**src/rtl/aibcr3_tx_pkg.sv**
```systemverilog
// ============================================================================
// Module : aibcr3_tx_pkg
// Desc   : Mode encodings and sequencer states shared by the AIB TX/RX datapaths
// Rev    : 1.0  initial release
// ============================================================================
`default_nettype none

package aibcr3_tx_pkg;

  localparam logic [2:0] MODE_ASYNC = 3'b000;
  localparam logic [2:0] MODE_DDR   = 3'b001;
  localparam logic [2:0] MODE_DIS   = 3'b010;
  localparam logic [2:0] MODE_CLK   = 3'b011;
  localparam logic [2:0] MODE_SDR   = 3'b100;

  typedef enum logic [1:0] {
    OFF    = 2'd0,
    SETTLE = 2'd1,
    ACTIVE = 2'd2
  } tx_state_e;

  // Reserved codes 101/110/111 behave exactly like the explicit disable code.
  function automatic logic mode_is_dis(input logic [2:0] mode);
    return !(mode == MODE_ASYNC || mode == MODE_DDR ||
             mode == MODE_CLK   || mode == MODE_SDR);
  endfunction

endpackage

`default_nettype wire

```
**src/rtl/aibcr3_txdig_ser_if.sv**
```systemverilog
// ============================================================================
// Module : aibcr3_txdig_ser_if
// Desc   : Core-side control/data and pad-side outputs of one AIB TX lane
// Rev    : 1.0  initial release
// ============================================================================
`default_nettype none

interface aibcr3_txdig_ser_if;
  logic [2:0] itxen;
  logic       idat0;
  logic       idat1;
  logic       tx_dat;
  logic       tx_oe;
  logic       tx_ready;
  logic [2:0] tx_mode;

  modport master (
    output itxen, idat0, idat1,
    input  tx_dat, tx_oe, tx_ready, tx_mode
  );

  modport slave (
    input  itxen, idat0, idat1,
    output tx_dat, tx_oe, tx_ready, tx_mode
  );
endinterface

`default_nettype wire

```
**src/rtl/aibcr3_txdig_clkmux.sv**
```systemverilog
// ============================================================================
// Module : aibcr3_txdig_clkmux
// Desc   : Clock-level 2:1 data mux and negedge-retimed clock gate
// Rev    : 1.0  initial release
// ============================================================================
`default_nettype none

module aibcr3_txdig_clkmux (
  input  wire logic clk_i,
  input  wire logic rst_n_i,
  input  wire logic hi_i,
  input  wire logic lo_i,
  input  wire logic gate_en_i,
  output logic      mux_o,
  output logic      gclk_o
);

  logic en_q;

  // Enable only moves while the clock is low, so the gated output never
  // starts or ends a high phase early.
  always_ff @(negedge clk_i or negedge rst_n_i) begin
    if (!rst_n_i) en_q <= 1'b0;
    else          en_q <= gate_en_i;
  end

  assign mux_o  = clk_i ? hi_i : lo_i;
  assign gclk_o = clk_i & en_q;

endmodule

`default_nettype wire

```
**src/rtl/aibcr3_txdig_ser.sv**
```systemverilog
// ============================================================================
// Module : aibcr3_txdig_ser
// Desc   : AIB TX serializer (async/DDR/SDR/clock-forward) with OE sequencer
// Rev    : 1.0  initial release
// ============================================================================
`default_nettype none

module aibcr3_txdig_ser
  import aibcr3_tx_pkg::*;
#(
  parameter int SETTLE_CYC = 4,
  parameter int CNT_W      = 3
) (
  input  wire logic           iclkin_dist,
  input  wire logic           irstb,
  aibcr3_txdig_ser_if.slave   bus
);

  localparam logic [CNT_W-1:0] C_CNT_LAST = CNT_W'(SETTLE_CYC - 1);

  logic [1:0]       sync_q;
  logic [2:0]       mode_q;
  tx_state_e        state_q;
  logic [CNT_W-1:0] cnt_q;
  logic             oe_q;
  logic             rdy_q;
  logic             p0_q, p1_q;
  logic             q0_q, q1h_q, q1_q;
  logic             mux_w, gclk_w, gate_en_w, tx_dat_w;

  // Sequencer: a mode change or unsynchronized reset always forces OFF.
  always_ff @(posedge iclkin_dist or negedge irstb) begin
    if (!irstb) begin
      sync_q  <= 2'b00;
      mode_q  <= MODE_DIS;
      state_q <= OFF;
      cnt_q   <= '0;
      oe_q    <= 1'b0;
      rdy_q   <= 1'b0;
    end else begin
      sync_q <= {sync_q[0], 1'b1};
      mode_q <= bus.itxen;
      if (!sync_q[1] || (bus.itxen != mode_q)) begin
        state_q <= OFF;
        cnt_q   <= '0;
        oe_q    <= 1'b0;
        rdy_q   <= 1'b0;
      end else begin
        unique case (state_q)
          OFF: begin
            cnt_q <= '0;
            if (!mode_is_dis(mode_q)) begin
              state_q <= SETTLE;
              oe_q    <= 1'b1;
            end
          end
          SETTLE: begin
            if (cnt_q == C_CNT_LAST) begin
              state_q <= ACTIVE;
              rdy_q   <= 1'b1;
            end else begin
              cnt_q <= cnt_q + 1'b1;
            end
          end
          ACTIVE: begin
            rdy_q <= 1'b1;
          end
          default: begin
            state_q <= OFF;
            oe_q    <= 1'b0;
            rdy_q   <= 1'b0;
          end
        endcase
      end
    end
  end

  // q1 is staged once more than q0 so the low-phase bit trails the high-phase bit.
  always_ff @(posedge iclkin_dist or negedge irstb) begin
    if (!irstb) begin
      p0_q  <= 1'b0;
      p1_q  <= 1'b0;
      q0_q  <= 1'b0;
      q1h_q <= 1'b0;
    end else begin
      p0_q  <= (state_q == ACTIVE) & bus.idat0;
      p1_q  <= (state_q == ACTIVE) & bus.idat1;
      q0_q  <= p0_q;
      q1h_q <= p1_q;
    end
  end

  always_ff @(negedge iclkin_dist or negedge irstb) begin
    if (!irstb) q1_q <= 1'b0;
    else        q1_q <= q1h_q;
  end

  assign gate_en_w = rdy_q & (mode_q == MODE_CLK);

  aibcr3_txdig_clkmux u_clkmux (
    .clk_i     (iclkin_dist),
    .rst_n_i   (irstb),
    .hi_i      (q0_q),
    .lo_i      (q1_q),
    .gate_en_i (gate_en_w),
    .mux_o     (mux_w),
    .gclk_o    (gclk_w)
  );

  always_comb begin
    tx_dat_w = 1'b0;
    case (mode_q)
      MODE_ASYNC: tx_dat_w = bus.idat0 & rdy_q;
      MODE_DDR:   tx_dat_w = mux_w & rdy_q;
      MODE_SDR:   tx_dat_w = q0_q & rdy_q;
      MODE_CLK:   tx_dat_w = gclk_w;
      default:    tx_dat_w = 1'b0;
    endcase
  end

  assign bus.tx_dat   = tx_dat_w;
  assign bus.tx_oe    = oe_q;
  assign bus.tx_ready = rdy_q;
  assign bus.tx_mode  = mode_q;

endmodule

`default_nettype wire

```
**src/flat_wrapper.sv**
```systemverilog
// flat-port wrapper written by rule: the top's interface ports become plain ports
module aibcr3_txdig_ser_flat import aibcr3_tx_pkg::*;
#(
  parameter int SETTLE_CYC = 4,
  parameter int CNT_W      = 3
)
  (iclkin_dist, irstb, bus_itxen, bus_idat0, bus_idat1, bus_tx_dat, bus_tx_oe, bus_tx_ready, bus_tx_mode);
  aibcr3_txdig_ser_if bus_i ();
  input  wire logic iclkin_dist;
  input  wire logic irstb;
  input wire logic [$bits(bus_i.itxen)-1:0] bus_itxen;
  input wire logic [$bits(bus_i.idat0)-1:0] bus_idat0;
  input wire logic [$bits(bus_i.idat1)-1:0] bus_idat1;
  output wire logic [$bits(bus_i.tx_dat)-1:0] bus_tx_dat;
  output wire logic [$bits(bus_i.tx_oe)-1:0] bus_tx_oe;
  output wire logic [$bits(bus_i.tx_ready)-1:0] bus_tx_ready;
  output wire logic [$bits(bus_i.tx_mode)-1:0] bus_tx_mode;
  assign bus_i.itxen = bus_itxen;
  assign bus_i.idat0 = bus_idat0;
  assign bus_i.idat1 = bus_idat1;
  assign bus_tx_dat = bus_i.tx_dat;
  assign bus_tx_oe = bus_i.tx_oe;
  assign bus_tx_ready = bus_i.tx_ready;
  assign bus_tx_mode = bus_i.tx_mode;
  aibcr3_txdig_ser #(.SETTLE_CYC(SETTLE_CYC), .CNT_W(CNT_W)) u_core (.iclkin_dist(iclkin_dist), .irstb(irstb), .bus(bus_i));
endmodule
```
**config.mk**
```make
export PLATFORM = sky130hd
export DESIGN_NAME = aibcr3_txdig_ser_flat
export DESIGN_NICKNAME = d
export VERILOG_FILES = /design/src/rtl/aibcr3_tx_pkg.sv /design/src/rtl/aibcr3_txdig_ser_if.sv /design/src/rtl/aibcr3_txdig_clkmux.sv /design/src/rtl/aibcr3_txdig_ser.sv /design/src/flat_wrapper.sv
export SDC_FILE = /design/constraint.sdc
export NUM_CORES = 1
export LEC_CHECK = 0
export ABC_AREA = 1
export CAP_MARGIN = 20
export CORE_MARGIN = 2
export CORE_UTILIZATION = 45
export CTS_CLUSTER_SIZE = 14
export DETAILED_ROUTE_END_ITERATION = 8
export PLACE_DENSITY = 0.76
export SYNTH_ARGS = -nofsm -noshare
export SYNTH_HDL_FRONTEND = slang
export SYNTH_SLANG_ARGS = --single-unit
```
**constraint.sdc**
```tcl
create_clock -name iclkin_dist -period 1.6 [get_ports iclkin_dist]
set_input_delay 0.4 -clock iclkin_dist [delete_from_list [all_inputs] [get_ports iclkin_dist]]
set_output_delay 0.4 -clock iclkin_dist [all_outputs]
set_load 0.01 [all_outputs]
```
# Word-level counts from Yosys, hierarchy flattened
# Cells that the tools add are included.
# word_totals
elab_cells,61
ff_bits,18
inputBits,7
# classes
n_mux,15
reduce_logical,13
n_eq_ne,13
bitwise,7
addsub,1
# op_table
op,n
$and A1 B1 Y1,7
$eq A3 B2 Y1 const B,2
$mux W2,3
$mux W3,2
$ne A2 B1 Y1 const B,3
$ne A3 B1 Y1 const B,2
$pmux W2 S3,1
$pmux W3 S2,1
$reduce_and A2 Y1,3
$mux W1,5
$logic_or A1 B1 Y1,4
$pmux W1 S4,1
$add A3 B1 Y3 const B,1
$eq A3 B1 Y1 const B,1
$eq A3 B3 Y1 const B,1
$logic_not A3 Y1,1
$ne A3 B2 Y1 const B,1
$ne A3 B3 Y1,1
$pmux W1 S3,1
$reduce_and A3 Y1,1
$reduce_bool A3 Y1,1
$eq A2 B1 Y1 const B,1
$eq A2 B2 Y1 const B,1
$logic_not A2 Y1,1
3 further kinds,3

# Logic depth before layout (Yosys ltp)
# depth
word_depth,7
mapped_depth,9
ltp_nobuf,8

# Cells and area by module
# Synthesis repeated with hierarchy kept, for this count alone.
# hier_totals
hier_cells,98
hier_area_um2,908.4
# modules_own_cells
module,seq_area_each_um2,instances,cells_each,area_each_um2
aibcr3_txdig_ser,426.7,1,91,860.8
aibcr3_txdig_clkmux,25.0,1,7,47.5

==> impl_metrics.env <==
export IMPL_synth_compound_gate_area_share=0.0828
export IMPL_power_share_switching=0.256
export IMPL_syn_inst=113
export IMPL_grt_util_all_layers=0.208
export IMPL_critical_path_sink_type="primary output"
export IMPL_post_synth_xor_area_fraction=0
export IMPL_largest_family_of_logic_cells_by_synthesized_area="simple AND/OR/NAND/NOR gates"
export IMPL_violated_checks="setup timing"
export IMPL_postRouteAntennaNets=0
export IMPL_initial_antenna_violation_count=0
export IMPL_maxCapViolations=0
export IMPL_crit_chain="nand2_1 -> a21oi_2 -> o21ai_1 -> nand2_1 -> buf_2"
export IMPL_min_to="u_core.sync_q[1]"
export IMPL_synthTopCellsByCount="nand2_1 (32), dfrtp_1 (15), inv_1 (15)"
export IMPL_dr_first_iter_drc_count=20
export IMPL_holdBufCountCts=0
export IMPL_dieWidth_um=49.6
export IMPL_numPortBuffers=12
export IMPL_timing_critical_path_fanout_max=1
export IMPL_top_cell_type_s_share_of_synthesized_area=0.401
export IMPL_chipHeight_um=49.6
export IMPL_finalSetupViolations=6
export IMPL_clkTransAtPathRegs_ns=0.11
export IMPL_async_flop_share=1.00
export IMPL_synth_edff_count=0
export IMPL_post_synth_instance_area_um2=937
export IMPL_cellInternalPower_w=0.000795
export IMPL_placement_cell_area_um2=1180
export IMPL_crit_top_cell="nand2_1"
export IMPL_maxSlewViolCount=0
export IMPL_min_path_cells=0
export IMPL_hold_path_class="reg2reg"
export IMPL_reg2regPathDepth=4
export IMPL_remaining_drc_errors=0
export IMPL_pre_cts_ws_ns=-0.749
export IMPL_dominantRegCellSynth="dfrtp_1"
export IMPL_grt_pass1_vias=879
export IMPL_flow_area_growth_from_synthesis_pct=37.7
export IMPL_global_route_wire_length_before_repair_um=3690
export IMPL_floorplan_initialDensity=0.478
export IMPL_dp_hpwl_um=1470
export IMPL_wl_per_cell_um=11.2
export IMPL_seq_area_frac_synth=0.482
export IMPL_synth_distinct_cells=21
export IMPL_place_congestion=0.839
export IMPL_skew_final_ns=0.0119
export IMPL_critPathRequiredTime_ns=1.20
export IMPL_synthTopCellsByArea="dfrtp_1 (40%), nand2_1 (13%), ha_1 (8.0%)"
export IMPL_final_cell_area_um2=1290
export IMPL_synth_fp_nets=126
export IMPL_static_leakage_nw=0.718
export IMPL_p_clk_frac=0.429
export IMPL_critPathSlowestCell="dfrtn_1"
export IMPL_drt_total_wl_um=1990
export IMPL_ys_seq_elements=18
export IMPL_yosysTopAreaCell="dfrtp_1"
export IMPL_insertedDiodeCount=0
export IMPL_post_route_cells_drive_above_1_share=0.287
export IMPL_vias_per_cell=4.77
export IMPL_crit_path_start_kind="flip-flop"
export IMPL_core_region_area_um2=1960
export IMPL_via_count=845
export IMPL_worst_slack_ns=-0.813
export IMPL_worstHoldStart="u_core.sync_q[0]"
export IMPL_yosysMostFrequentCell="nand2_1"
export IMPL_timing_setup_critical_path_class="reg2out"
export IMPL_result_of_the_run="finished, violations left"
export IMPL_grt_start_max_net_pins=12
export IMPL_cts_tree="yes"
export IMPL_holdWs_ns=0.364
export IMPL_synth_simple_gate_area_share=0.267
export IMPL_critical_path_arrival_ns=2.01
export IMPL_first_pass_iters=4
export IMPL_hold_violations=0
export IMPL_cpPeakStageDelay_ns=0.39
export IMPL_cpLargestDelayFamily="flip-flops"
export IMPL_worstReg2RegEnd="u_core.u_clkmux.en_q"
export IMPL_num_rows=16
export IMPL_setup_repair_after_global_routing_missed_its_margin="yes"
export IMPL_total_switching_power_w=0.000273
export IMPL_beginning_of_the_critical_path="u_core.q1_q"
export IMPL_share_comb_of_total_power=0.130
export IMPL_global_route_overflow_total=0
export IMPL_reg2reg_setup_slack_ns=-0.10
export IMPL_power_sequential_fraction=0.441
export IMPL_final_net_count=163
export IMPL_io_pins=13
export IMPL_cp_buffers_inverters=1
export IMPL_r2r_start="u_core.bus.tx_mode[0]"
export IMPL_ir_drop_mv=0.617
export IMPL_synth_area_per_cell_um2=8.29
export IMPL_synthAdderAreaFrac=0.0801
export IMPL_die_area_um2=2460
export IMPL_synth_mux_area_fraction=0
export IMPL_worstSkewPairLatency_ns=0.41
export IMPL_ys_warnings_count=0
export IMPL_power_density_nw_per_um2=828
[area by class of cell]
| type | instances | area (um2) |
|---|---|---|
| sequential | 18 | 452 |
| multi-input combinational | 76 | 420 |
| timing repair buffer | 28 | 241 |
| clock buffer | 10 | 75.1 |
| fill | 166 | 672 |
| tap | 27 | 33.8 |
| inverter | 18 | 67.6 |
[per-layer routing]
metal,GRT usage,up-vias,part of all wire
met4,0.148,0,0.035
met5,0,-,0
li1,-,426,-
met2,0.318,21,0.47
met1,0.245,388,0.44
met3,0.0667,10,0.054
[what timing repair did]
action / in CTS / in global routing
pin swaps: 1 / 0
endpoints found under the setup margin: 11 / 8
resized for setup: 25 / 2
buffers inserted: 4 / 1
[cells by family after synthesis]
kind of cell               after synthesis
DFF                                     18
other                                    1
and+or+nand+nor                         56
buffers and inverters                   19
adders and majority gates                6
AOI/OAI and AO/OA                       13
[stage by stage]
step,power (W),utilization,setup TNS [ns],std cells
3_5_place_dp,0.000613,0.600,-1.57,164
4_1_cts,0.00108,0.658,-0.910,177
3_3_place_gp,0.000609,0.600,-1.37,164
5_1_grt,0.00112,0.658,-1.09,177
2_1_floorplan,0.000544,-,-0.280,113
6_report,0.00107,0.658,-0.910,177
[flip-flops by register name (all words and copies together), names as in the netlist]
register              count
u_core.bus.tx_mode        3
u_core.bus.tx_oe          1
u_core.bus.tx_ready       1
u_core.cnt_q              3
u_core.p0_q               1
u_core.p1_q               1
u_core.q0_q               1
u_core.q1_q               1
u_core.q1h_q              1
u_core.state_q            2
u_core.sync_q             2
u_core.u_clkmux.en_q      1
[power by group through the flow]
stage / registers (W) / logic [W] / clock network [W]
6_report: 0.000471 / 0.000138 / 0.000458
5_1_grt: 0.000473 / 0.000156 / 0.000492
4_1_cts: 0.000471 / 0.000137 / 0.000472
3_5_place_dp: 0.000480 / 0.000125 / 0.00000722
3_3_place_gp: 0.000480 / 0.000122 / 0.00000722
2_1_floorplan: 0.000483 / 0.0000536 / 0.00000717
[worst register-to-register path, stage by stage (launching register included)]
cell	delay (ns)
dfrtp_1	0.44
buf_6	0.14
nand2_4	0.06
buf_6	0.10
nor3_2	0.03
[worst max-delay path by stage]
stage | endpoint | slack [ns] | cells after the start
2_1_floorplan | bus_tx_dat | -0.28 | 4
3_3_place_gp | bus_tx_dat | -0.75 | 5
3_5_place_dp | bus_tx_dat | -0.75 | 5
4_1_cts | bus_tx_dat | -0.83 | 5
5_1_grt | bus_tx_dat | -0.92 | 5
6_report | bus_tx_dat | -0.81 | 5
[layout by cell type, fill, tap and decap left out, types with 2 or more instances in the layout]
| cell type | synthesis | routed |
|---|---|---|
| ha_1 | 6 | 6 |
| clkbuf_4 | 0 | 7 |
| clkdlybuf4s50_1 | 0 | 6 |
| dfrtp_1 | 15 | 15 |
| buf_2 | 0 | 2 |
| o21ai_0 | 3 | 2 |
| nand3_1 | 6 | 6 |
| buf_6 | 1 | 4 |
| inv_2 | 3 | 3 |
| dfrtn_1 | 2 | 2 |
| nand2_1 | 32 | 32 |
| a21oi_1 | 3 | 2 |
| nand3b_1 | 2 | 2 |
| nand2_2 | 3 | 2 |
| inv_1 | 15 | 15 |
| buf_4 | 0 | 15 |
| o211ai_1 | 4 | 4 |
| o21ai_1 | 2 | 3 |
| nor2_1 | 7 | 7 |
| nor2_2 | 4 | 4 |
Note: power is estimated with default switching activity, not from simulation.
